<file path="src/rtl/cpu_pkg.sv">
// cpu_pkg: shared types and constants for the CPU control sequencer.
//   state_t  : sequencer states T0..T3 (T0 is idle/fetch)
//   opcode_t : instruction opcodes (any opcode with the MSB set is a NOP)
//   Field-slice positions of the 10-bit instruction word.
package cpu_pkg;

    localparam int RA_W    = 2;   // register address width (4 registers)
    localparam int OP_W    = 4;   // opcode / ALU function width
    localparam int INSTR_W = 10;

    localparam int OPC_MSB = 9;   // [9:6] opcode
    localparam int RX_LSB  = 4;   // [5:4] Rx
    localparam int RY_LSB  = 2;   // [3:2] Ry

    typedef enum logic [1:0] {
        T0 = 2'd0,
        T1 = 2'd1,
        T2 = 2'd2,
        T3 = 2'd3
    } state_t;

    typedef enum logic [OP_W-1:0] {
        OP_LOAD = 4'b0000,
        OP_COPY = 4'b0001,
        OP_ADD  = 4'b0010,
        OP_SUB  = 4'b0011,
        OP_INV  = 4'b0100,
        OP_AND  = 4'b0101,
        OP_OR   = 4'b0110,
        OP_XOR  = 4'b0111,
        OP_NOP  = 4'b1000
    } opcode_t;

endpackage

</file>
<file path="src/rtl/cpu_controller_if.sv">
// cpu_controller_if: control/bus signal bundle between the sequencer and the
// datapath (register file, instruction register, ALU, bus drivers).
//   master : the sequencer side (drives strobes, reads PEXT/INSTR/DBG_SEL)
//   slave  : the datapath/environment side
// Handshake: PEXT is a level request; an instruction starts on its 0->1 edge
// while idle, and DONE is high for exactly the final cycle of that
// instruction. A new start needs PEXT to fall and rise again after DONE.
interface cpu_controller_if;
    import cpu_pkg::*;

    logic                 PEXT;
    logic [INSTR_W-1:0]   INSTR;
    logic [RA_W-1:0]      DBG_SEL;
    logic                 IR_EN;
    logic                 ENW;
    logic [RA_W-1:0]      WRA;
    logic                 ENR0;
    logic [RA_W-1:0]      RDA0;
    logic                 ENR1;
    logic [RA_W-1:0]      RDA1;
    logic                 EXT_EN;
    logic                 A_EN;
    logic [OP_W-1:0]      ALU_OP;
    logic                 G_EN;
    logic                 G_OUT;
    logic                 DONE;
    logic [1:0]           STATE;

    modport master (
        input  PEXT, INSTR, DBG_SEL,
        output IR_EN, ENW, WRA, ENR0, RDA0, ENR1, RDA1,
               EXT_EN, A_EN, ALU_OP, G_EN, G_OUT, DONE, STATE
    );

    modport slave (
        output PEXT, INSTR, DBG_SEL,
        input  IR_EN, ENW, WRA, ENR0, RDA0, ENR1, RDA1,
               EXT_EN, A_EN, ALU_OP, G_EN, G_OUT, DONE, STATE
    );

endinterface

</file>
<file path="src/rtl/cpu_controller_instr_decode.sv">
// instr_decode: purely combinational split of the instruction word.
//   instr  in  10  instruction-register output
//   opcode out 4   [9:6]
//   rx     out 2   [5:4]
//   ry     out 2   [3:2]
//   is_alu out 1   opcode is one of ADD..XOR
//   is_nop out 1   opcode MSB set (1000-1111)
module instr_decode
    import cpu_pkg::*;
(
    input  logic [INSTR_W-1:0] instr,
    output logic [OP_W-1:0]    opcode,
    output logic [RA_W-1:0]    rx,
    output logic [RA_W-1:0]    ry,
    output logic               is_alu,
    output logic               is_nop
);

    // Bits [1:0] carry no meaning for the controller.
    logic unused_low_bits;
    assign unused_low_bits = ^instr[1:0];

    assign opcode = instr[OPC_MSB -: OP_W];
    assign rx     = instr[RX_LSB +: RA_W];
    assign ry     = instr[RY_LSB +: RA_W];
    assign is_nop = opcode[OP_W-1];
    assign is_alu = !is_nop && (opcode >= OP_ADD);

endmodule

</file>
<file path="src/rtl/cpu_controller.sv">
// cpu_controller: multi-cycle control sequencer for the small CPU.
//   CLKb  in  system clock, state updates on posedge (register file writes
//             on the falling edge, so all strobes settle half a cycle early)
//   RST   in  synchronous active-high reset
//   bus   master modport of cpu_controller_if (request, instruction, debug
//             select in; register-file, bus-driver and ALU strobes out)
// Instruction timing from the start cycle: LOAD/COPY/NOP finish in T1,
// ALU ops go T1 (operand A) -> T2 (operand B, ALU) -> T3 (write back).
module cpu_controller
    import cpu_pkg::*;
(
    input  logic              CLKb,
    input  logic              RST,
    cpu_controller_if.master  bus
);

    state_t state, state_next;
    logic   pext_q;
    logic   start;

    logic [OP_W-1:0] opcode;
    logic [RA_W-1:0] rx, ry;
    logic            is_alu, is_nop;

    logic            ir_en, enw, enr0, ext_en, a_en, g_en, g_out, done;
    logic [RA_W-1:0] wra, rda0;
    logic [OP_W-1:0] alu_op;

    instr_decode u_decode (
        .instr  (bus.INSTR),
        .opcode (opcode),
        .rx     (rx),
        .ry     (ry),
        .is_alu (is_alu),
        .is_nop (is_nop)
    );

    // pext_q resets to 1 so a request already high at reset release is not
    // mistaken for a fresh edge.
    always_ff @(posedge CLKb) begin
        if (RST) begin
            state  <= T0;
            pext_q <= 1'b1;
        end else begin
            state  <= state_next;
            pext_q <= bus.PEXT;
        end
    end

    assign start = bus.PEXT & ~pext_q;

    always_comb begin
        state_next = state;
        ir_en      = 1'b0;
        enw        = 1'b0;
        wra        = '0;
        enr0       = 1'b0;
        rda0       = '0;
        ext_en     = 1'b0;
        a_en       = 1'b0;
        alu_op     = '0;
        g_en       = 1'b0;
        g_out      = 1'b0;
        done       = 1'b0;
        case (state)
            T0: begin
                // Edges seen outside T0 are dropped, never queued.
                ir_en = start;
                if (start) state_next = T1;
            end
            T1: begin
                state_next = T0;
                if (is_nop) begin
                    done = 1'b1;
                end else if (opcode == OP_LOAD) begin
                    ext_en = 1'b1;
                    enw    = 1'b1;
                    wra    = rx;
                    done   = 1'b1;
                end else if (opcode == OP_COPY) begin
                    enr0 = 1'b1;
                    rda0 = ry;
                    enw  = 1'b1;
                    wra  = rx;
                    done = 1'b1;
                end else if (is_alu) begin
                    enr0       = 1'b1;
                    rda0       = rx;
                    a_en       = 1'b1;
                    state_next = T2;
                end
            end
            T2: begin
                enr0       = 1'b1;
                rda0       = ry;
                alu_op     = opcode;
                g_en       = 1'b1;
                state_next = T3;
            end
            T3: begin
                g_out      = 1'b1;
                enw        = 1'b1;
                wra        = rx;
                done       = 1'b1;
                state_next = T0;
            end
        endcase
    end

    // Reset forces every strobe low in the same cycle, so an instruction
    // aborted by reset never writes and never reports DONE.
    assign bus.IR_EN  = RST ? 1'b0 : ir_en;
    assign bus.ENW    = RST ? 1'b0 : enw;
    assign bus.WRA    = RST ? '0   : wra;
    assign bus.ENR0   = RST ? 1'b0 : enr0;
    assign bus.RDA0   = RST ? '0   : rda0;
    assign bus.EXT_EN = RST ? 1'b0 : ext_en;
    assign bus.A_EN   = RST ? 1'b0 : a_en;
    assign bus.ALU_OP = RST ? '0   : alu_op;
    assign bus.G_EN   = RST ? 1'b0 : g_en;
    assign bus.G_OUT  = RST ? 1'b0 : g_out;
    assign bus.DONE   = RST ? 1'b0 : done;
    assign bus.STATE  = RST ? 2'b00 : state;
    assign bus.ENR1   = 1'b1;
    assign bus.RDA1   = bus.DBG_SEL;

endmodule

</file>
<file path="src/flat_wrapper.sv">
// flat-port wrapper written by rule: the top's interface ports become plain ports
module cpu_controller_flat import cpu_pkg::*;
  (CLKb, RST, bus_PEXT, bus_INSTR, bus_DBG_SEL, bus_IR_EN, bus_ENW, bus_WRA, bus_ENR0, bus_RDA0, bus_ENR1, bus_RDA1, bus_EXT_EN, bus_A_EN, bus_ALU_OP, bus_G_EN, bus_G_OUT, bus_DONE, bus_STATE);
  cpu_controller_if bus_i ();
  input  logic CLKb;
  input  logic RST;
  input wire logic [$bits(bus_i.PEXT)-1:0] bus_PEXT;
  input wire logic [$bits(bus_i.INSTR)-1:0] bus_INSTR;
  input wire logic [$bits(bus_i.DBG_SEL)-1:0] bus_DBG_SEL;
  output wire logic [$bits(bus_i.IR_EN)-1:0] bus_IR_EN;
  output wire logic [$bits(bus_i.ENW)-1:0] bus_ENW;
  output wire logic [$bits(bus_i.WRA)-1:0] bus_WRA;
  output wire logic [$bits(bus_i.ENR0)-1:0] bus_ENR0;
  output wire logic [$bits(bus_i.RDA0)-1:0] bus_RDA0;
  output wire logic [$bits(bus_i.ENR1)-1:0] bus_ENR1;
  output wire logic [$bits(bus_i.RDA1)-1:0] bus_RDA1;
  output wire logic [$bits(bus_i.EXT_EN)-1:0] bus_EXT_EN;
  output wire logic [$bits(bus_i.A_EN)-1:0] bus_A_EN;
  output wire logic [$bits(bus_i.ALU_OP)-1:0] bus_ALU_OP;
  output wire logic [$bits(bus_i.G_EN)-1:0] bus_G_EN;
  output wire logic [$bits(bus_i.G_OUT)-1:0] bus_G_OUT;
  output wire logic [$bits(bus_i.DONE)-1:0] bus_DONE;
  output wire logic [$bits(bus_i.STATE)-1:0] bus_STATE;
  assign bus_i.PEXT = bus_PEXT;
  assign bus_i.INSTR = bus_INSTR;
  assign bus_i.DBG_SEL = bus_DBG_SEL;
  assign bus_IR_EN = bus_i.IR_EN;
  assign bus_ENW = bus_i.ENW;
  assign bus_WRA = bus_i.WRA;
  assign bus_ENR0 = bus_i.ENR0;
  assign bus_RDA0 = bus_i.RDA0;
  assign bus_ENR1 = bus_i.ENR1;
  assign bus_RDA1 = bus_i.RDA1;
  assign bus_EXT_EN = bus_i.EXT_EN;
  assign bus_A_EN = bus_i.A_EN;
  assign bus_ALU_OP = bus_i.ALU_OP;
  assign bus_G_EN = bus_i.G_EN;
  assign bus_G_OUT = bus_i.G_OUT;
  assign bus_DONE = bus_i.DONE;
  assign bus_STATE = bus_i.STATE;
  cpu_controller u_core (.CLKb(CLKb), .RST(RST), .bus(bus_i));
endmodule
</file>
<file path="config.mk">
export PLATFORM = sky130hd
export DESIGN_NAME = cpu_controller_flat
export DESIGN_NICKNAME = d
export VERILOG_FILES = /design/src/rtl/cpu_pkg.sv /design/src/rtl/cpu_controller_if.sv /design/src/rtl/cpu_controller_instr_decode.sv /design/src/rtl/cpu_controller.sv /design/src/flat_wrapper.sv
export SDC_FILE = /design/constraint.sdc
export NUM_CORES = 1
export LEC_CHECK = 0
export ABC_AREA = 1
export CAP_MARGIN = 20
export CORE_MARGIN = 1
export CORE_UTILIZATION = 32
export CTS_BUF_LIST = sky130_fd_sc_hd__clkbuf_8 sky130_fd_sc_hd__clkbuf_16
export DETAILED_ROUTE_END_ITERATION = 10
export PLACE_DENSITY_LB_ADDON = 0.3
export REMOVE_ABC_BUFFERS = 1
export SLEW_MARGIN = 20
export SYNTH_ARGS = -nofsm -noshare
export SYNTH_HDL_FRONTEND = slang
export SYNTH_SLANG_ARGS = --single-unit
</file>
<file path="constraint.sdc">
create_clock -name CLKb -period 1.5 [get_ports CLKb]
set_input_delay 0.3 -clock CLKb [delete_from_list [all_inputs] [get_ports CLKb]]
set_output_delay 0.3 -clock CLKb [all_outputs]
set_load 0.01 [all_outputs]
</file>
==> results.md, run 1 <==
* Async S/R FF share, synth at 0%
* Grt ovf at 0
* Failing checks: negative setup slack
* Mean post-synth cell area at a little over 6 um2
* Hold slack at 0.508 ns
* CTS max path bufs at 2
* Setup CP Type: reg -> out
* Synth area leader: ha_1
* Tcrit/Tclk final at 107%
* Total CTS buffers at 3
* Gr usage total at 21.1%
* Hold Crit Class: reg -> reg
* Port Buffers at 28
* Area contributors post-synth: ha_1 (13%), dfxtp_1 (13%), inv_1 (11%), nand2_1 (11%), nand3_1 (7.5%)
* Seq/Total Area, Yosys at 12.9%
* Core area at 1320 um2
* Number of nets in the layout at 139
* Setup TNS at -0.955 ns
* Reg2reg setup slack at 0.32 ns
* Area Growth Syn to Fin at 92.2%
* DR WL/cell at 10.9 um
* Fmax at 622 MHz
* Die H at 40.1 um
* Commonest cells in the netlist: inv_1 (13), nand2_1 (13), nor2_1 (9)
* Largest net degree at the start of global routing at 7
* CP arrival at 1.31 ns
* Max-cap check violation count at 0
* Synthesis Warnings at 0
* H-tree Lvls at 1
* Number of core rows at 13
* Via Count at 617
* Routability cong. at 0.801
* Yosys top cell area share at 13.5%
* Critical Path RT at 1.20 ns
* Worst-Skew Late Latency at 0.22 ns
* Pwr/cell area at approximately 590 nW/um2
* Clk root buf: clkbuf_8
* Final setup margin at -0.108 ns
* Worst Skew at just over 0.0006 ns
* DR iter-0 viols at 9
* Ant. Diodes at 0
* CTS tree: done
* Number of global-route vias before repair at 537
* Post-synth EDFFs at 0
* Netlist cell types at 18
* Post-Synthesis Cells at 76
* Final ANT Viol Nets at 0
* Primary FF master, synth: dfxtp_1
* Overall die width at between 40 and 50 um
* Tmin final at 1.61 ns
* Peak VDD IR at 0.446 mV
* Die area at roughly 1600 um2
* TritonCTS Sinks at 3
* DRC viols at 0
* HPWL after DPL at 1050 um
* Setup Viol. Count Final at 12
* Outcome: finished with violations
* Kind of end point of the critical path: output port
* Global-route wire length before repair at 2190 um
* Unrepaired setup endpoints after global routing: yes
* Via/cell ratio at about 4.6
* Final core occ at 67.7%
* Mapped Area at 464 um2
* Clock transition at path regs at 0.03 ns
* Layout cell share with drive strength beyond 1 at 55.1%
* Initial Util at 35.2%
* Initial antenna violation count at 0
* Place WS at -0.633 ns
* Max-slew violations at 0
* I/O pin total at 36
* Critical Path Start Type: flip-flop
* TritonRoute pass-1 iters at 4
* Crit path max fanout at 4
* Fin. Hold Viols at 0
* Drt total wl at 1450 um
* Leakage power at 0.485 nW
* Yosys reg bits at 3
[logic make-up after synthesis]
kind of cell    share of synthesized area (%)
simple gates                             39.9
buf+inv                                  19.4
compound gates                           13.5
fa+ha+maj                                13.5
flops                                    12.9
other cells                             0.808
[through the flow]
step           total power [W]  std cells  cell area [um2]
6_report              0.000525        133              892
5_1_grt               0.000557        133              892
4_1_cts               0.000527        133              891
3_5_place_dp          0.000241        124              797
3_3_place_gp          0.000238        124              797
2_1_floorplan         0.000162         72              430
[placed cells by master, fill, tap and decap left out, types with 3 or more instances in the layout]
master,count
buf_2,14
buf_4,12
clkbuf_8,3
clkdlybuf4s50_1,3
dlygate4sd2_1,6
inv_1,8
inv_2,6
nand2_1,12
nand3_1,7
nor2_1,5
nor2_2,7
o21ai_0,3
[routing by layer]
metal	global-route usage, %	vias to the layer above	part of all wire (%)
li1	-	315	-
met1	26.5	286	50
met2	31.9	16	46
met3	6.67	0	4.2
met4	10.3	0	0
met5	0	-	0
[where the power goes]
group,internal (W),leakage (nW),switching [W]
registers,0.0000859,0.0261,0.00000769
clock network,0.000175,0.0269,0.0000582
logic,0.000102,0.432,0.0000962
[worst max-delay path, cell delays in order, from the launching register on]
cell	delay [ns]
dfxtp_4	0.37
inv_4	0.05
buf_12	0.12
ha_4	0.27
nand2_4	0.05
a21oi_2	0.10
buf_2	0.13
[path summary, 6_finish.rpt]
check | cells after the start | end | from
worst min register to register | 2 | u_core.state[0] | u_core.state[0]
worst min-delay path | 2 | u_core.state[0] | u_core.state[0]
worst max register to register | 8 | flip-flop | u_core.state[0]
worst max-delay path | 6 | bus_RDA0[1] | u_core.state[0]
[final cells by class]
class                   instances  area (um2)
fillers                       118         425
multi-input cells              54         384
repair buffers                 42         315
flip-flops and latches          3        67.6
inverters                      15        61.3
clock buffers                   3        41.3
well taps                      15        18.8
clock inverters                 1        3.75
[timing repair]
item / 4_1_cts / 5_1_grt
hold buffers: 0 / 0
pin swaps: 9 / 3
endpoints found under the setup margin: 18 / 17
gates resized for setup: 100 / 6
setup buffers: 5 / 0
Power figures use the tool's default switching activity.
==> run 2, diff against run 1 <==
Settings changed: ABC_CLOCK_PERIOD_IN_PS from default to 1500, CORE_MARGIN 1 to 2, MAX_ROUTING_LAYER from default to met4.
==> run 2 against run 1 <==
Compared with the run above:
- the flow still finishes with violations (negative setup slack)
- sequential power rose by 3.2%
- critical path depth unchanged
- final cell count grew 5.3%
- combinational power grew 23%
- fmax shrank 0.78%
- worst setup slack worse by 0.013 ns
- critical path type unchanged
==> results.md, run 2 (synthesized netlist as in run 1, its figures left out) <==
* I/O pin total at 36 (unchanged)
* CTS tree: done
* Layout cell share with drive strength beyond 1 at 68.0% (+13 points)
* Worst-Skew Late Latency at 0.22 ns (about the same)
* TritonRoute pass-1 iters at 4 (unchanged)
* Global-route wire length before repair at 2750 um (+25%)
* Total CTS buffers at 3 (unchanged)
* Setup CP Type: reg -> out
* Drt total wl at 1920 um (+32%)
* Grt ovf at 0 (unchanged)
* Tmin final at 1.62 ns (+0.0127 ns)
* Initial Util at 34.8% (-0.43 points)
* Fin area at 1010 um2 (+13%)
* Number of nets in the layout at 146 (+5.0%)
* Area Growth Syn to Fin at 118%
* Via Count at 674 (+9.2%)
* Worst R2R Start: u_core.state[0]
* Routability cong. at 0.811 (+1.3%)
* Hold slack at 0.536 ns (+0.0280 ns)
* CTS max path bufs at 2 (unchanged)
* Kind of end point of the critical path: output port
* Initial antenna violation count at 0 (unchanged)
* Fmax at 617 MHz (-0.78%)
* Commonest cells after routing, fill and taps aside: buf_2 (14), buf_4 (14), nand2_1 (11)
* TritonCTS Sinks at 3 (unchanged)
* Max-cap check violation count at 0 (unchanged)
* Worst Setup SP: u_core.state[0]
* H-tree Lvls at 1 (unchanged)
* Reg2reg end: u_core.state[0]
* Die area at 1770 um2 (+10%)
* Clk root buf: clkbuf_8
* Overall die width at 42.1 um (+5.0%)
* Final ANT Viol Nets at 0 (unchanged)
* Reg2reg setup slack at 0.20 ns (-0.12 ns)
* DR WL/cell at 13.7 um (+26%)
* Max-slew violations at 0 (unchanged)
* CP arrival at 1.32 ns (about the same)
* Setup Viol. Count Final at 13 (+1)
* Setup TNS at -0.713 ns (+0.242 ns)
* Fin. Hold Viols at 0 (unchanged)
* Place WS at -0.624 ns (+0.00909 ns)
* Crit path max fanout at 4 (unchanged)
* Worst Skew at 0.00164 ns (+0.00102 ns)
* Gr usage total at 21.2% (+0.14 points)
* Fillcell total at 94 (-20%)
* Critical Path RT at 1.20 ns (about the same)
* Hold-fix buffers, CTS at 0 (unchanged)
* Tcrit/Tclk final at 108% (+0.85 points)
* Leakage power at 0.525 nW (+8.3%)
* Clock transition at path regs at 0.03 ns (about the same)
* Capture point of the worst path: bus_RDA0[1]
* Core area at 1330 um2 (+1.2%)
* Number of global-route vias before repair at 594 (+11%)
* Placed cell area at 797 um2 (unchanged)
* DR iter-0 viols at 11 (+2)
* Hold Crit Class: reg -> reg
* Port Buffers at 28 (unchanged)
* Worst r2r path cells at 6 (-2)
* Peak VDD IR at 0.307 mV (-31%)
* Outcome: finished with violations
* Final setup margin at -0.121 ns (-0.0127 ns)
* Failing checks: negative setup slack
* HPWL after DPL at 1070 um (+2.1%)
* Largest net degree at the start of global routing at 7 (unchanged)
* Via/cell ratio at 4.81 (+3.8%)
* Unrepaired setup endpoints after global routing: yes
* Number of core rows at 13 (unchanged)
* Die H at 42.1 um (+5.0%)
* Ant. Diodes at 0 (unchanged)
* Pwr/cell area at 570 nW/um2 (-3.0%)
* DRC viols at 0 (unchanged)
* Critical Path Start Type: flip-flop
## run 2: cell count changes in the layout (fill, tap and decap cells not counted), moves of 3 or more
| cell | change |
|---|---|
| inv_1 | -4 |
| nand3_1 | -3 |
| buf_6 | +6 |
| inv_2 | +3 |
| nor2_2 | -3 |
## run 2: layer usage
layer / GRT usage, % / wire [um] / share of wire [%] / vias to the layer above
met1: 24.2 / 842 / 44 / 322
li1: - / - / - / 330
met4: 9.38 / 30 / 1.6 / 0
met2: 35.6 / 988 / 52 / 17
met5: - / 0 / 0 / -
met3: 4.31 / 55 / 2.9 / 5
## run 2: power by group
group          internal (W)  switching (W)
registers         0.0000859      0.0000106
logic              0.000123       0.000122
clock network      0.000175      0.0000607
total              0.000384       0.000193
## run 2: cell type report
cell class / instances / area, um2 / area share [%]
Clock inverter: 1 / 3.75 / 0.371
Timing Repair Buffer: 49 / 382 / 37.7
Sequential cell: 3 / 67.6 / 6.68
Tap cell: 15 / 18.8 / 1.86
Inverter: 15 / 63.8 / 6.31
Multi-Input combinational cell: 54 / 434 / 42.9
Clock buffer: 3 / 41.3 / 4.08
## run 2: repair_timing
action / CTS / global route
hold endpoints to repair: 0 / 0
buffers inserted: 6 / 6
pin swaps: 11 / 11
setup endpoints to repair: 18 / 17
gates resized for setup: 112 / 21
## run 2: critical path, stage by stage, from the launching register on
cell and delay (ns):
dfxtp_4 0.38, inv_4 0.05, buf_6 0.11, ha_4 0.27
nand2_4 0.05, a21oi_2 0.09, buf_2 0.13
## run 2: per-stage QoR
| stage | instances | power, W | utilization, % |
|---|---|---|---|
| global route | 140 | 0.000598 | 75.8 |
| detailed placement | 124 | 0.000240 | 59.8 |
| global placement | 124 | 0.000239 | 59.8 |
| finish | 140 | 0.000577 | 75.8 |
| floorplan | 72 | 0.000162 | - |
| CTS | 134 | 0.000542 | 71.0 |
## run 2: worst min path at each step
| stage | start | to | slack [ns] | cells after the start |
|---|---|---|---|---|
| global placement | u_core.state[0] | u_core.state[0] | 0.50 | 2 |
| CTS | u_core.state[0] | u_core.state[0] | 0.51 | 2 |
| global route | u_core.state[0] | u_core.state[0] | 0.56 | 2 |
| finish | u_core.state[0] | u_core.state[0] | 0.54 | 2 |
| detailed placement | u_core.state[0] | u_core.state[0] | 0.50 | 2 |
| floorplan | RST | u_core.state[0] | 0.37 | 1 |
==> run 3, diff against run 2 <==
Settings changed: SETUP_SLACK_MARGIN from default to 0.02.
==> run 3 against run 2 <==
Compared with the run above:
- the run still ends with negative setup slack left
- critical path depth unchanged
- cell area increased by 0.12%
- register-to-register slack improved by 0.06 ns
- clock power about the same
- worst setup slack got worse by 0.0051 ns
- clock skew about the same
- global-route usage unchanged
- fmax decreased by 0.31%
- sequential power about the same
- final cell count unchanged
- power decreased by 0.52%
- critical endpoint unchanged
- largest cell class unchanged
==> results.md, run 3 (synthesized netlist as in run 1, its figures left out) <==
* Layout cell share with drive strength beyond 1 at 71.2% (+3.2 points)
* Die area at 1770 um2 (unchanged)
* DR iter-0 viols at 3 (-8)
* Kind of end point of the critical path: output port
* Clk root buf: clkbuf_8
* Failing checks: negative setup slack
* Max-cap check violation count at 0 (unchanged)
* Largest net degree at the start of global routing at 7 (unchanged)
* Net Sw Frac at 33.0% (-0.46 points)
* Clock transition at path regs at 0.03 ns (about the same)
* DR WL/cell at 13.5 um (-1.8%)
* H-tree Lvls at 1 (unchanged)
* Final core occ at 75.9% (+0.094 points)
* Via/cell ratio at 4.78 (-0.74%)
* Seq pwr share at 16.9% (+0.2 points)
* Combinational power share at 42.4% (about the same)
* Sw Pwr at 0.000189 W (-1.9%)
* Reg2reg setup slack at 0.26 ns (+0.06 ns)
* Ant. Diodes at 0 (unchanged)
* Initial Util at 34.8% (unchanged)
* Capture point of the worst path: bus_RDA0[1]
* Worst Path Buf+Inv at 3 (unchanged)
* Unrepaired setup endpoints after global routing: yes
* Setup TNS at -0.668 ns (+0.0442 ns)
* Worst Setup SP: u_core.state[0]
* Total CTS buffers at 3 (unchanged)
* Setup CP Type: reg -> out
* Worst Hold Path Cells at 2 (unchanged)
* HPWL after DPL at 1070 um (unchanged)
* Hold-fix buffers, CTS at 0 (unchanged)
* Drt total wl at 1880 um (-1.8%)
* Worst Skew at 0.00206 ns (+0.000426 ns)
* Overall die width at 42.1 um (unchanged)
* TritonCTS Sinks at 3 (unchanged)
* Die H at 42.1 um (unchanged)
* Routability cong. at 0.811 (unchanged)
* Worst r2r path cells at 6 (unchanged)
* Leakage power at 0.522 nW (-0.54%)
* Grt ovf at 0 (unchanged)
* Outcome: finished with violations
* Fmax at 615 MHz (-0.31%)
* DRC viols at 0 (unchanged)
* Slowest CP cell: dfxtp_4
* Tmin final at 1.63 ns (+0.00506 ns)
* Global-route wire length before repair at 2750 um (unchanged)
* Hold Crit Class: reg -> reg
* Pwr/cell area at 567 nW/um2 (-0.64%)
* Via Count at 669 (-0.74%)
* CP arrival at 1.33 ns (about the same)
* Hold slack at 0.538 ns (+0.00177 ns)
* Peak VDD IR at 0.301 mV (-1.9%)
* Crit path max fanout at 4 (unchanged)
* Tcrit/Tclk final at 108% (+0.34 points)
* Final ANT Viol Nets at 0 (unchanged)
* CTS tree: done
* Commonest cells after routing, fill and taps aside: buf_2 (14), buf_4 (14), inv_2 (10), nand2_1 (10), buf_6 (8)
* Post-Layout Cell Count at 140 (unchanged)
* Fin. Hold Viols at 0 (unchanged)
* Power, Total at 0.000574 W (-0.52%)
* CTS max path bufs at 2 (unchanged)
* Number of core rows at 13 (unchanged)
* CP cell instances: inv_4 -> buf_6 -> ha_4 -> nand2_4 -> a21oi_2 -> buf_2
* Gr usage total at 21.2% (unchanged)
* Crit path max-delay family: flip-flops
* Setup Viol. Count Final at 12 (-1)
* Initial antenna violation count at 0 (unchanged)
* Worst-Skew Late Latency at 0.22 ns (about the same)
* Port Buffers at 28 (unchanged)
* Final setup margin at -0.126 ns (-0.00506 ns)
* Fillcell total at 101 (+7.4%)
* Cells after DPL at 124 (unchanged)
* P_int at 0.000384 W (+0.17%)
* Reg2reg end: u_core.state[0]
* Max stage delay on crit path at 0.39 ns (about the same)
* WP depth at 6 (unchanged)
* Clock Power Share at 40.7% (-0.2 points)
* Area Growth Syn to Fin at 118%
* Critical Path Start Type: flip-flop
* Number of global-route vias before repair at 594 (unchanged)
* Worst R2R Start: u_core.state[0]
* I/O pin total at 36 (unchanged)
* Number of nets in the layout at 146 (unchanged)
* Core area at 1330 um2 (unchanged)
* Max-slew violations at 0 (unchanged)
* Critical Path RT at 1.20 ns (about the same)
* TritonRoute pass-1 iters at 4 (unchanged)
[run 3: worst min path at each step]
stage / from / endpoint / slack (ns)
final: u_core.state[0] / u_core.state[0] / 0.54
after detailed placement: u_core.state[0] / u_core.state[0] / 0.50
after CTS: u_core.state[0] / u_core.state[0] / 0.51
after floorplan: RST / u_core.state[0] / 0.37
after global placement: u_core.state[0] / u_core.state[0] / 0.50
after global routing: u_core.state[0] / u_core.state[0] / 0.56
[run 3: cell type report]
class	instances	area, um2	area share [%]
multi-input cells	54	439	43.4
repair buffers	49	378	37.3
flip-flops and latches	3	67.6	6.67
inverters	15	63.8	6.30
clock buffers	3	41.3	4.08
well taps	15	18.8	1.85
clock inverters	1	3.75	0.371
[run 3: worst reg2reg max path: cells and delay by family (launching register included)]
kind | cells | cell delay, ns
AOI/OAI and AO/OA | 2 | 0.23
adders and majority gates | 1 | 0.18
buffers and inverters | 3 | 0.32
DFF | 1 | 0.39
[run 3: what timing repair did]
action / in CTS / in global routing
resized for setup: 113 / 25
pin swaps: 11 / 11
setup endpoints to repair: 18 / 17
setup buffers: 6 / 6
[run 3: power by group through the flow]
stage | logic (W) | registers, W | clock network [W]
2_1_floorplan | 0.0000707 | 0.0000910 | 0
3_3_place_gp | 0.000146 | 0.0000922 | 0
3_5_place_dp | 0.000147 | 0.0000924 | 0
4_1_cts | 0.000211 | 0.0000951 | 0.000237
5_1_grt | 0.000259 | 0.0000972 | 0.000243
6_report | 0.000243 | 0.0000968 | 0.000234
[run 3: through the flow]
step	instance area [um2]	worst slack, ns
after detailed placement	797	-0.624
after CTS	947	-0.116
after global placement	797	-0.608
after floorplan	430	0.0124
final	1010	-0.126
after global routing	1010	-0.169
[run 3: layer usage]
metal	part of all wire [%]	GRT usage, %	vias to the layer above
li1	-	-	330
met1	44	24.2	317
met2	52	35.6	20
met3	3.8	4.31	2
met4	0.53	9.38	0
met5	0	-	-
